## src/rtl/mem_access_pkg.sv

```systemverilog
// Shared opcodes, bus size codes, FSM state codes and record types for the memory stage.
`default_nettype none

package mem_access_pkg;

   localparam logic [5:0] EXE_LB  = 6'h20;
   localparam logic [5:0] EXE_LH  = 6'h21;
   localparam logic [5:0] EXE_LW  = 6'h23;
   localparam logic [5:0] EXE_LBU = 6'h24;
   localparam logic [5:0] EXE_LHU = 6'h25;
   localparam logic [5:0] EXE_SB  = 6'h28;
   localparam logic [5:0] EXE_SH  = 6'h29;
   localparam logic [5:0] EXE_SW  = 6'h2B;

   localparam logic [1:0] SIZE_B = 2'd0;
   localparam logic [1:0] SIZE_H = 2'd1;
   localparam logic [1:0] SIZE_W = 2'd2;

   localparam logic [1:0] MEM_IDLE = 2'd0;
   localparam logic [1:0] MEM_REQ  = 2'd1;
   localparam logic [1:0] MEM_WAIT = 2'd2;

   typedef struct packed {
      logic [31:0] addr;
      logic [1:0]  size;
      logic        uns;
      logic        wr;
      logic [31:0] rt;
      logic        reg_write;
      logic [4:0]  write_reg;
      logic [31:0] pc;
   } req_t;

   typedef struct packed {
      logic        valid;
      logic [31:0] result;
      logic        reg_write;
      logic [4:0]  write_reg;
      logic [31:0] pc;
   } wb_t;

   function automatic logic [1:0] op_size(input logic [5:0] op);
      case (op)
         EXE_LB, EXE_LBU, EXE_SB: return SIZE_B;
         EXE_LH, EXE_LHU, EXE_SH: return SIZE_H;
         EXE_LW, EXE_SW:          return SIZE_W;
         default:                 return SIZE_W;
      endcase
   endfunction

   function automatic logic op_unsigned(input logic [5:0] op);
      return (op == EXE_LBU) || (op == EXE_LHU);
   endfunction

   function automatic logic is_aligned(input logic [1:0] size, input logic [1:0] lo);
      case (size)
         SIZE_H:  return ~lo[0];
         SIZE_W:  return lo == 2'b00;
         default: return 1'b1;
      endcase
   endfunction

endpackage

`default_nettype wire

```

## src/rtl/mem_access_align.sv

```systemverilog
// Store lane replication / byte strobes and load lane extraction with sign or zero extension.
`default_nettype none

module mem_access_align
   import mem_access_pkg::*;
(
   input  logic [1:0]  i_size,
   input  logic        i_uns,
   input  logic [1:0]  i_lo,
   input  logic [31:0] i_st_data,
   input  logic [31:0] i_rdata,
   output logic [3:0]  o_wstrb,
   output logic [31:0] o_wdata,
   output logic [31:0] o_ld_data
);

   logic [7:0]  w_byte;
   logic [15:0] w_half;

   always_comb begin
      case (i_lo)
         2'd0:    w_byte = i_rdata[7:0];
         2'd1:    w_byte = i_rdata[15:8];
         2'd2:    w_byte = i_rdata[23:16];
         default: w_byte = i_rdata[31:24];
      endcase
      w_half = i_lo[1] ? i_rdata[31:16] : i_rdata[15:0];
   end

   always_comb begin
      o_wstrb   = 4'b1111;
      o_wdata   = i_st_data;
      o_ld_data = i_rdata;
      case (i_size)
         SIZE_B: begin
            o_wstrb   = 4'b0001 << i_lo;
            o_wdata   = {4{i_st_data[7:0]}};
            o_ld_data = {{24{~i_uns & w_byte[7]}}, w_byte};
         end
         SIZE_H: begin
            o_wstrb   = i_lo[1] ? 4'b1100 : 4'b0011;
            o_wdata   = {2{i_st_data[15:0]}};
            o_ld_data = {{16{~i_uns & w_half[15]}}, w_half};
         end
         default: ;
      endcase
   end

endmodule

`default_nettype wire

```

## src/rtl/mem_access.sv

```systemverilog
// Memory stage: split-handshake data-SRAM master, writeback pipeline registers and upstream stall.
`default_nettype none

module mem_access
   import mem_access_pkg::*;
#(
   parameter int AW = 32,
   parameter int DW = 32
) (
   input  logic          clk,
   input  logic          rst,
   input  logic          flush,
   input  logic          wb_stall,
   input  logic          ex_valid,
   input  logic [31:0]   ex_inst,
   input  logic [31:0]   ex_pc,
   input  logic [31:0]   ex_alu_result,
   input  logic [DW-1:0] ex_mem_data,
   input  logic          ex_mem_read,
   input  logic          ex_mem_write,
   input  logic          ex_reg_write,
   input  logic [4:0]    ex_write_reg,
   output logic          data_req,
   output logic          data_wr,
   output logic [1:0]    data_size,
   output logic [AW-1:0] data_addr,
   output logic [3:0]    data_wstrb,
   output logic [DW-1:0] data_wdata,
   input  logic          data_addr_ok,
   input  logic          data_data_ok,
   input  logic [DW-1:0] data_rdata,
   output logic          mem_stall,
   output logic          addr_err,
   output logic          wb_valid,
   output logic [31:0]   wb_result,
   output logic          wb_reg_write,
   output logic [4:0]    wb_write_reg,
   output logic [31:0]   wb_pc
);

   logic [1:0]  r_state, w_next;
   req_t        w_new, r_req, w_cur;
   wb_t         r_wb, r_hold, w_done_wb;
   logic        r_hold_valid, r_flush_pend, r_addr_err;
   logic        w_memop, w_aligned, w_take, w_issue, w_misalign, w_done, w_kill;
   logic [3:0]  w_wstrb;
   logic [31:0] w_wdata, w_ld_data;
   logic        w_unused_inst;

   assign w_unused_inst = ^ex_inst[25:0];

   always_comb begin
      w_new.addr      = ex_alu_result;
      w_new.size      = op_size(ex_inst[31:26]);
      w_new.uns       = op_unsigned(ex_inst[31:26]);
      w_new.wr        = ex_mem_write;
      w_new.rt        = ex_mem_data;
      w_new.reg_write = ex_reg_write & ~ex_mem_write;
      w_new.write_reg = ex_write_reg;
      w_new.pc        = ex_pc;
   end

   assign w_memop    = ex_mem_read | ex_mem_write;
   assign w_aligned  = is_aligned(w_new.size, w_new.addr[1:0]);
   assign w_take     = (r_state == MEM_IDLE) & ex_valid & ~flush & ~wb_stall & ~r_hold_valid;
   assign w_issue    = w_take & w_memop & w_aligned;
   assign w_misalign = w_take & w_memop & ~w_aligned;
   // In IDLE the request is presented straight from ex_*; afterwards from the captured copy.
   assign w_cur      = (r_state == MEM_IDLE) ? w_new : r_req;
   assign w_kill     = flush | r_flush_pend;

   always_ff @(posedge clk or posedge rst) begin
      if (rst) r_state <= MEM_IDLE;
      else     r_state <= w_next;
   end

   always_comb begin
      w_next = r_state;
      case (r_state)
         MEM_IDLE: if (w_issue) w_next = data_addr_ok ? (data_data_ok ? MEM_IDLE : MEM_WAIT) : MEM_REQ;
         MEM_REQ:  if (data_addr_ok) w_next = data_data_ok ? MEM_IDLE : MEM_WAIT;
         MEM_WAIT: if (data_data_ok) w_next = MEM_IDLE;
         default:  w_next = MEM_IDLE;
      endcase
   end

   // Stall is released in the completion cycle so the same instruction is never issued twice.
   always_comb begin
      data_req  = w_issue | (r_state == MEM_REQ);
      w_done    = ((w_issue | (r_state == MEM_REQ)) & data_addr_ok & data_data_ok)
                | ((r_state == MEM_WAIT) & data_data_ok);
      mem_stall = ((((r_state == MEM_IDLE) & ex_valid & w_memop & w_aligned & ~flush)
                  | (r_state == MEM_REQ) | (r_state == MEM_WAIT)) & ~w_done)
                | r_hold_valid;
   end

   mem_access_align u_align (
      .i_size    (w_cur.size),
      .i_uns     (w_cur.uns),
      .i_lo      (w_cur.addr[1:0]),
      .i_st_data (w_cur.rt),
      .i_rdata   (data_rdata),
      .o_wstrb   (w_wstrb),
      .o_wdata   (w_wdata),
      .o_ld_data (w_ld_data)
   );

   assign data_wr    = data_req & w_cur.wr;
   assign data_size  = data_req ? w_cur.size : 2'd0;
   assign data_addr  = data_req ? w_cur.addr[AW-1:0] : '0;
   assign data_wstrb = data_wr ? w_wstrb : 4'd0;
   assign data_wdata = data_wr ? w_wdata : '0;

   always_comb begin
      w_done_wb.valid     = ~w_kill;
      w_done_wb.result    = w_cur.wr ? w_cur.addr : w_ld_data;
      w_done_wb.reg_write = w_cur.reg_write;
      w_done_wb.write_reg = w_cur.write_reg;
      w_done_wb.pc        = w_cur.pc;
   end

   always_ff @(posedge clk or posedge rst) begin
      if (rst) begin
         r_req        <= '0;
         r_wb         <= '0;
         r_hold       <= '0;
         r_hold_valid <= 1'b0;
         r_flush_pend <= 1'b0;
         r_addr_err   <= 1'b0;
      end else begin
         r_addr_err <= w_misalign;
         if (w_issue) r_req <= w_new;

         if (w_done)
            r_flush_pend <= 1'b0;
         else if (flush && r_state != MEM_IDLE)
            r_flush_pend <= 1'b1;

         if (wb_stall) begin
            if (w_done && !w_kill) begin
               r_hold       <= w_done_wb;
               r_hold_valid <= 1'b1;
            end
         end else if (r_hold_valid) begin
            r_wb         <= r_hold;
            r_hold_valid <= 1'b0;
         end else if (w_done) begin
            r_wb <= w_done_wb;
         end else begin
            r_wb.valid     <= w_take & ~(w_memop & w_aligned);
            r_wb.result    <= ex_alu_result;
            r_wb.reg_write <= ex_reg_write & ~w_memop;
            r_wb.write_reg <= ex_write_reg;
            r_wb.pc        <= ex_pc;
         end
      end
   end

   assign addr_err     = r_addr_err;
   assign wb_valid     = r_wb.valid;
   assign wb_result    = r_wb.result;
   assign wb_reg_write = r_wb.reg_write;
   assign wb_write_reg = r_wb.write_reg;
   assign wb_pc        = r_wb.pc;

endmodule

`default_nettype wire

```

## config.mk

```make
export PLATFORM = sky130hd
export DESIGN_NAME = mem_access
export DESIGN_NICKNAME = d
export VERILOG_FILES = /design/src/rtl/mem_access_pkg.sv /design/src/rtl/mem_access_align.sv /design/src/rtl/mem_access.sv
export SDC_FILE = /design/constraint.sdc
export NUM_CORES = 1
export LEC_CHECK = 0
export CORE_MARGIN = 2
export CORE_UTILIZATION = 41
export DETAILED_ROUTE_END_ITERATION = 7
export GPL_ROUTABILITY_DRIVEN = 1
export PLACE_DENSITY = 0.69
export SYNTH_ARGS = -nofsm -noshare
export SYNTH_HDL_FRONTEND = slang
export SYNTH_SLANG_ARGS = --single-unit
export TNS_END_PERCENT = 5
```

## constraint.sdc

```tcl
create_clock -name clk -period 9.4 [get_ports clk]
set_input_delay 1.88 -clock clk [delete_from_list [all_inputs] [get_ports clk]]
set_output_delay 1.88 -clock clk [all_outputs]
set_load 0.05 [all_outputs]
```

==> summary.md, run 1 <==
| Metric | Value |
|---|---|
| Clock power frac | `between 30% and 40%` |
| Largest net degree at the start of global routing | `107` |
| Io pins | `320` |
| CP peak stage delay | `slightly above 900 ps` |
| Syn avg cell area | `8.524 um2` |
| Via count | `12540` |
| DRC errors left | `0` |
| Maximum VDD drop | `0.1358 mV` |
| Clk buf depth | `3` |
| Final Skew | `17.40 ps` |
| Initial core utilization | `41.60%` |
| CTS H-tree lvls | `1` |
| Min-delay worst type | `reg -> reg` |
| # rows | `between 60 and 70` |
| RD Place Congestion | `0.9199` |
| Worst path cell trace | `buf_4 > or2_2 > o41ai_1 > o21ai_2 > buf_4 > inv_2 > nand2_1 > buf_4 > inv_2 > o21ai_0 > a2111oi_0 > clkdlybuf4s50_1` |
| Max FO, Critical Path | `54` |
| Reg-to-Reg Start | `r_state[1]` |
| WL per Instance | `between 15 and 20 um` |
| Worst-Margin Slew | `1091 ps` |
| Cells after Synth | `around 1600` |
| RSZ-0062 raised after global routing | `no` |
| Sw power | `1.058 mW` |
| GRT met2 Usage | `39.39%` |
| Post-synthesis cell type count | `64` |
| Root buf cell | `clkbuf_16` |
| Die Ht | `185.7 um` |
| Worst Setup Start Kind | `input port` |
| Total routed wirelength | `44200 um` |
| Worst EP required | `7520 ps` |
| Endpoint, Worst Hold | `r_req[94]` |
| Pwr dens | `between 150 and 200 nW/um2` |
| Primary FF master, synth | `dfrtp_1` |
| Initial DRC Count | `926` |
| Post-Syn Area | `13540 um2` |
| Initial antenna violation count | `5` |
| Syn Nets | `1763` |
| Minimum clock period | `7455 ps` |
| DP Worst Slack | `1863 ps` |
| Slew Limit Fails | `0` |
| FF-to-FF setup slack | `just under 6000 ps` |
| ANT nets after route | `0` |
| Fin. Hold Viols | `0` |
| Slowest-stage cell, CP | `clkdlybuf4s50_1` |
| DRT Pass-1 Iters | `5` |
| Seq pwr share | `between 40% and 50%` |
| Final hold slack | `473.3 ps` |
| Grt met1 use | `35.23%` |
| CTS tree | `done` |
| First-pass GRT wire length | `68630 um` |
| Syn-to-layout area delta | `31.31%` |
| Vias per cell | `5.484` |
| Setup TNS | `0 ps` |
| Chip width | `185.7 um` |
| Core ar. | `32540 um2` |
| Tot GR Track Use | `between 20% and 30%` |
| Cts hold-fix bufs | `0` |
| Combinational share of power | `21.7%` |
| DP HPWL | `between 20000 and 30000 um` |
| Top Registers | `r_req x106, r_hold x71` |
| TritonCTS buffer count | `30` |
| Post-synth EDFFs | `0` |
| GRT overflow | `0` |
| Yosys reg bits | `roughly 250` |
| PnR worst setup slack | `1945 ps` |
| RR Endpoint | `wb_reg_write` |
| Total of max-cap violations | `0` |
| Slew margin rel. | `27.11%` |
| Setup Crit Path Kind | `in -> out` |
| Sink Count | `approximately 250` |
| Layout cells sized above 1 | `6.355%` |
| Outcome | `finished clean` |
| Switching share of power | `31.60%` |
| Syn. warnings | `0` |
| Pleak | `between 8 and 9 nW` |
| Number of global-route vias before repair | `12320` |
| Hold path depth | `2` |
| Worst path most repeated cell | `buf_4` |
| Max FFs per register | `106` |
| Setup violations, final | `0` |
| Die area | `34480 um2` |
| Hold Startpoint | `r_req[94]` |
| Reg clk slew, reported paths | `60 ps` |
| Sequential-to-total area share from yosys stat | `46.77%` |
| Global route hottest layer | `met2` |
| Int Pwr | `2.291 mW` |
| Top reg by flops | `r_req` |
| Post-CTS Setup Bufs | `0` |
| Reg2Reg Depth | `7` |
| Data arrival, critical path | `about 5600 ps` |
| PostCTS Resize Cnt | `0` |
| Clock latency on the worst-skew pair | `560 ps` |
| F_max | `approximately 130 MHz` |
| IO buf count | `slightly below 300` |
| FILL cells | `around 3000` |
| Fin crit share | `about four fifths` |
| Final layout net count | `roughly 2000` |
| CP Capture Type | `output pin` |
| GR met3 Demand/Resource | `4.617%` |
| Async S/R FF share, synth | `100.0%` |
-- cell usage in the layout (no fill, tap or decap), types with 12 or more instances in the layout --
cell / Yosys / layout
a221o_1: 12 / 12
a31oi_1: 14 / 14
nand3_1: 18 / 18
a22o_1: 17 / 17
buf_4: 1 / 19
clkbuf_16: 0 / 31
and2_1: 15 / 15
nand2b_1: 15 / 15
o21ai_0: 156 / 156
a21oi_1: 79 / 77
nand2_1: 487 / 487
nor2_1: 111 / 110
mux2i_1: 124 / 124
clkdlybuf4s50_1: 0 / 292
dfrtp_1: 253 / 252
-- power by group through the flow --
stage,sequential (mW),clock (mW),combinational [mW]
floorplan,1.53,0,0.363
global placement,1.44,0,0.710
detailed placement,1.45,0,0.728
CTS,1.43,1.21,0.731
global route,1.46,1.25,0.799
finish,1.44,1.18,0.728
-- kinds of logic (layout without fill, tap and decap cells) --
family,count (synthesis),after routing,synth area share [%]
AND/OR/NAND/NOR,688,688,20.77
AO/OA/AOI/OAI,386,386,18.57
flip-flops,253,253,46.77
multiplexers,132,132,9.835
buffers and inverters,129,382,4.049
other,0,4,0
-- metal layers --
metal	vias to the layer above	wire length [um]
li1	5943	-
met1	6031	19450
met2	474	20190
met3	91	3253
met4	2	1299
met5	-	16
-- worst max-delay path: cells and delay by family --
family / cells / cell delay [ps]
buffers and inverters: 6 / 2000
AOI/OAI and AO/OA: 4 / 1180
and+or+nand+nor: 2 / 480
-- synth_stat cells, drive strengths merged (8+ instances only) --
library cell | n | area share (%)
a2111oi | 10 | 0.65
a21oi | 81 | 3.1
a221o | 12 | 0.89
a221oi | 14 | 1.3
a22o | 17 | 1.1
a22oi | 8 | 0.44
a31oi | 15 | 0.80
a32o | 10 | 0.74
and2 | 15 | 0.69
buf | 45 | 1.7
clkbuf | 69 | 1.9
dfrtp | 253 | 47
inv | 15 | 0.42
mux2 | 8 | 0.67
mux2i | 124 | 9.2
nand2 | 487 | 14
nand2b | 15 | 0.69
nand3 | 18 | 0.67
nor2 | 113 | 3.2
nor3 | 10 | 0.41
o21ai | 157 | 5.8
o22ai | 9 | 0.42
o2bb2ai | 9 | 0.58
-- stage by stage --
stage,instances,instance area [um2],total power [mW],util (%)
after floorplan,1588,13540,1.895,-
after global placement,2227,16740,2.146,51.45
after detailed placement,2227,16740,2.178,51.45
after CTS,2283,17760,3.372,54.60
after global routing,2286,17770,3.515,54.62
final,2287,17770,3.349,54.63
-- worst max-delay path by stage --
| stage | startpoint | end | slack, ps | cells after the start |
|---|---|---|---|---|
| final | wb_stall | data_wdata[30] | 1940 | 12 |
| after global routing | wb_stall | data_wdata[30] | 1610 | 12 |
| after CTS | wb_stall | data_wdata[30] | 1820 | 12 |
| after detailed placement | wb_stall | data_wdata[30] | 1860 | 12 |
| after global placement | wb_stall | data_wdata[30] | 1840 | 12 |
| after floorplan | rst | addr_err | 560 | 1 |
-- final cells by class --
type / count / area [um2] / share of cell area (%)
diodes: 4 / 10.01 / 0.05632
clock buffers: 43 / 920.9 / 5.181
clock inverters: 13 / 102.6 / 0.5773
inverters: 15 / 63.81 / 0.3590
multi-input cells: 1206 / 6723 / 37.82
flip-flops and latches: 253 / 6335 / 35.64
well taps: 442 / 553.0 / 3.112
repair buffers: 311 / 3065 / 17.25
(Power assumes the default switching activity.)
==> run 2: changes to the inputs <==
- PLACE_DENSITY: 0.69 -> 0.67
- clock period: 9.4 -> 7.2 ns (I/O delays scaled with it)
==> summary.md, run 2 (same netlist as run 1, synthesis figures left out) <==
| Metric | Value |
|---|---|
| Worst path cell trace | `clkdlybuf4s50_1 > nand2b_1 > o41ai_1 > o21ai_4 > inv_2 > nand2_1 > inv_2 > o21ai_0 > a21oi_1 > clkdlybuf4s50_1 (was buf_4 > or2_2 > o41ai_1 > o21ai_2 > buf_4 > inv_2 > nand2_1 > buf_4 > inv_2 > o21ai_0 > a2111oi_0 > clkdlybuf4s50_1)` |
| Post-CTS Setup Bufs | `0 (unchanged)` |
| Total power | `4.285 mW (was 3.349 mW)` |
| Final Skew | `16.58 ps (was 17.40 ps)` |
| DRT Pass-1 Iters | `5 (unchanged)` |
| Clock latency on the worst-skew pair | `560 ps (about the same)` |
| Min-delay worst type | `reg -> reg (unchanged)` |
| Most frequent cells in the layout | `nand2_1 (487), clkdlybuf4s50_1 (283), dfrtp_1 (252) (was nand2_1 (487), clkdlybuf4s50_1 (292), dfrtp_1 (252))` |
| Top reg by flops | `r_req (unchanged)` |
| Sink Count | `253 (unchanged)` |
| Data arrival, critical path | `4590 ps (was 5580 ps)` |
| Tot GR Track Use | `25.74% (was 25.27%)` |
| Largest net degree at the start of global routing | `129 (was 107)` |
| CP top delay family | `buffers and inverters (unchanged)` |
| Pwr dens | `241.9 nW/um2 (was 188.4 nW/um2)` |
| Clk buf depth | `3 (unchanged)` |
| Slowest-stage cell, CP | `clkdlybuf4s50_1 (unchanged)` |
| Total of max-cap violations | `0 (unchanged)` |
| CP Capture Type | `output pin (unchanged)` |
| Initial DRC Count | `992 (was 926)` |
| Core ar. | `32540 um2 (unchanged)` |
| Layout cells sized above 1 | `6.840% (was 6.355%)` |
| Syn-to-layout area delta | `30.86% (was 31.31%)` |
| Most common cell after layout, fill and taps aside | `nand2_1 (unchanged)` |
| Pleak | `8.211 nW (was 8.206 nW)` |
| Die Ht | `185.7 um (unchanged)` |
| CP peak stage delay | `840 ps (was 910 ps)` |
| Reg clk slew, reported paths | `60 ps (about the same)` |
| TritonCTS buffer count | `29 (was 30)` |
| Io pins | `320 (unchanged)` |
| GRT overflow | `0 (unchanged)` |
| Initial antenna violation count | `3 (was 5)` |
| Die area | `34480 um2 (unchanged)` |
| Worst path bufs/invs | `4 (was 6)` |
| Worst EP required | `5760 ps (was 7520 ps)` |
| Cts hold-fix bufs | `0 (unchanged)` |
| Final core occ | `54.44% (was 54.63%)` |
| Outcome | `finished clean (unchanged)` |
| DP Worst Slack | `1215 ps (was 1863 ps)` |
| First-pass GRT wire length | `69810 um (was 68630 um)` |
| DP HPWL | `28730 um (was 28870 um)` |
| RD Place Congestion | `0.8747 (was 0.9199)` |
| Top Registers | `r_req x106, r_hold x71 (unchanged)` |
| Minimum clock period | `6031 ps` |
| CTS H-tree lvls | `1 (unchanged)` |
| F_max | `165.8 MHz` |
| Worst Setup Start Kind | `input port (unchanged)` |
| Final layout net count | `1996 (was 1992)` |
| Via count | `12470 (was 12540)` |
| PnR worst setup slack | `1169 ps (was 1945 ps)` |
| Total routed wirelength | `44300 um (was 44200 um)` |
| Setup violations, final | `0 (unchanged)` |
| Max FFs per register | `106 (unchanged)` |
| Fin. Hold Viols | `0 (unchanged)` |
| CTS tree | `done (unchanged)` |
| Vias per cell | `5.456 (was 5.484)` |
| PostCTS Resize Cnt | `0 (unchanged)` |
| Setup Crit Path Kind | `in -> out (unchanged)` |
| Initial core utilization | `41.60% (unchanged)` |
| Worst-Margin Slew | `1144 ps (was 1091 ps)` |
| Number of global-route vias before repair | `12280 (was 12320)` |
| Maximum VDD drop | `0.1927 mV (was 0.1358 mV)` |
| Root buf cell | `clkbuf_16 (unchanged)` |
| Chip width | `185.7 um (unchanged)` |
| Setup TNS | `0 ps (unchanged)` |
| # rows | `66 (unchanged)` |
| Slew margin rel. | `23.72% (was 27.11%)` |
| RSZ-0062 raised after global routing | `no (unchanged)` |
| DRC errors left | `0 (unchanged)` |
| WL per Instance | `19.39 um (was 19.33 um)` |
| Fin crit share | `83.76%` |
| Slew Limit Fails | `0 (unchanged)` |
| Max FO, Critical Path | `17 (was 54)` |
| ANT nets after route | `0 (unchanged)` |
| IO buf count | `293 (unchanged)` |
-- run 2: cell types whose count changed in the layout (fill, tap and decap cells not counted), moves of 2 or more --
| cell | before | now |
|---|---|---|
| buf_4 | 19 | 32 |
| clkbuf_16 | 31 | 29 |
| clkbuf_8 | 10 | 6 |
| clkdlybuf4s50_1 | 292 | 283 |
| diode_2 | 4 | 1 |
-- run 2: stage by stage --
stage / cells / hold WS (ps) / instance area [um2]
after floorplan: 1588 / 435.5 / 13540
after global placement: 2232 / 453.2 / 16770
after detailed placement: 2232 / 455.3 / 16770
after CTS: 2284 / 472.2 / 17710
after global routing: 2285 / 494.8 / 17710
final: 2285 / 469.2 / 17710
-- run 2: per-layer routing --
layer	global-route usage (%)	wire, um	share of wire (%)
met1	36.74	19780	45
met2	39.82	19840	45
met3	4.617	3376	7.6
met4	7.843	1283	2.9
met5	0	14	0.032
-- run 2: power by group --
group | switching, mW | internal [mW]
Combinational | 0.582 | 0.373
Sequential | 0.171 | 1.70
Clock | 0.623 | 0.838
Total | 1.38 | 2.91
-- run 2: final cells by class --
| type | instances | area [um2] |
|---|---|---|
| Fill cell | 3059 | 14820 |
| Multi-Input combinational cell | 1206 | 6730 |
| Sequential cell | 253 | 6335 |
| Timing Repair Buffer | 316 | 3093 |
| Clock buffer | 38 | 819.5 |
| Tap cell | 442 | 553.0 |
| Clock inverter | 14 | 120.1 |
| Inverter | 15 | 60.06 |
| Antenna cell | 1 | 2.502 |
-- run 2: worst reg2reg max path, cell delays in order, from the launching register on --
cell,delay (ps)
dfrtp_1,560
or2_2,370
buf_4,320
o41ai_1,770
o21ai_4,150
buf_4,320
o21a_1,520
a31oi_1,320
o21ai_0,130
-- run 2: worst paths after layout --
path / startpoint / end / slack, ps / cells past startpoint
setup / recovery: flush / data_wdata[9] / 1170 / 10
max in group asynchronous: rst / r_req[4] / 4310 / 4
hold reg to reg: r_hold[38] / r_hold[38] / 470 / 2
min in group asynchronous: rst / r_req[26] / 1490 / 3
setup reg to reg: r_state[1] / wb_result[16] / 3620 / 8
hold / removal: r_hold[38] / r_hold[38] / 470 / 2
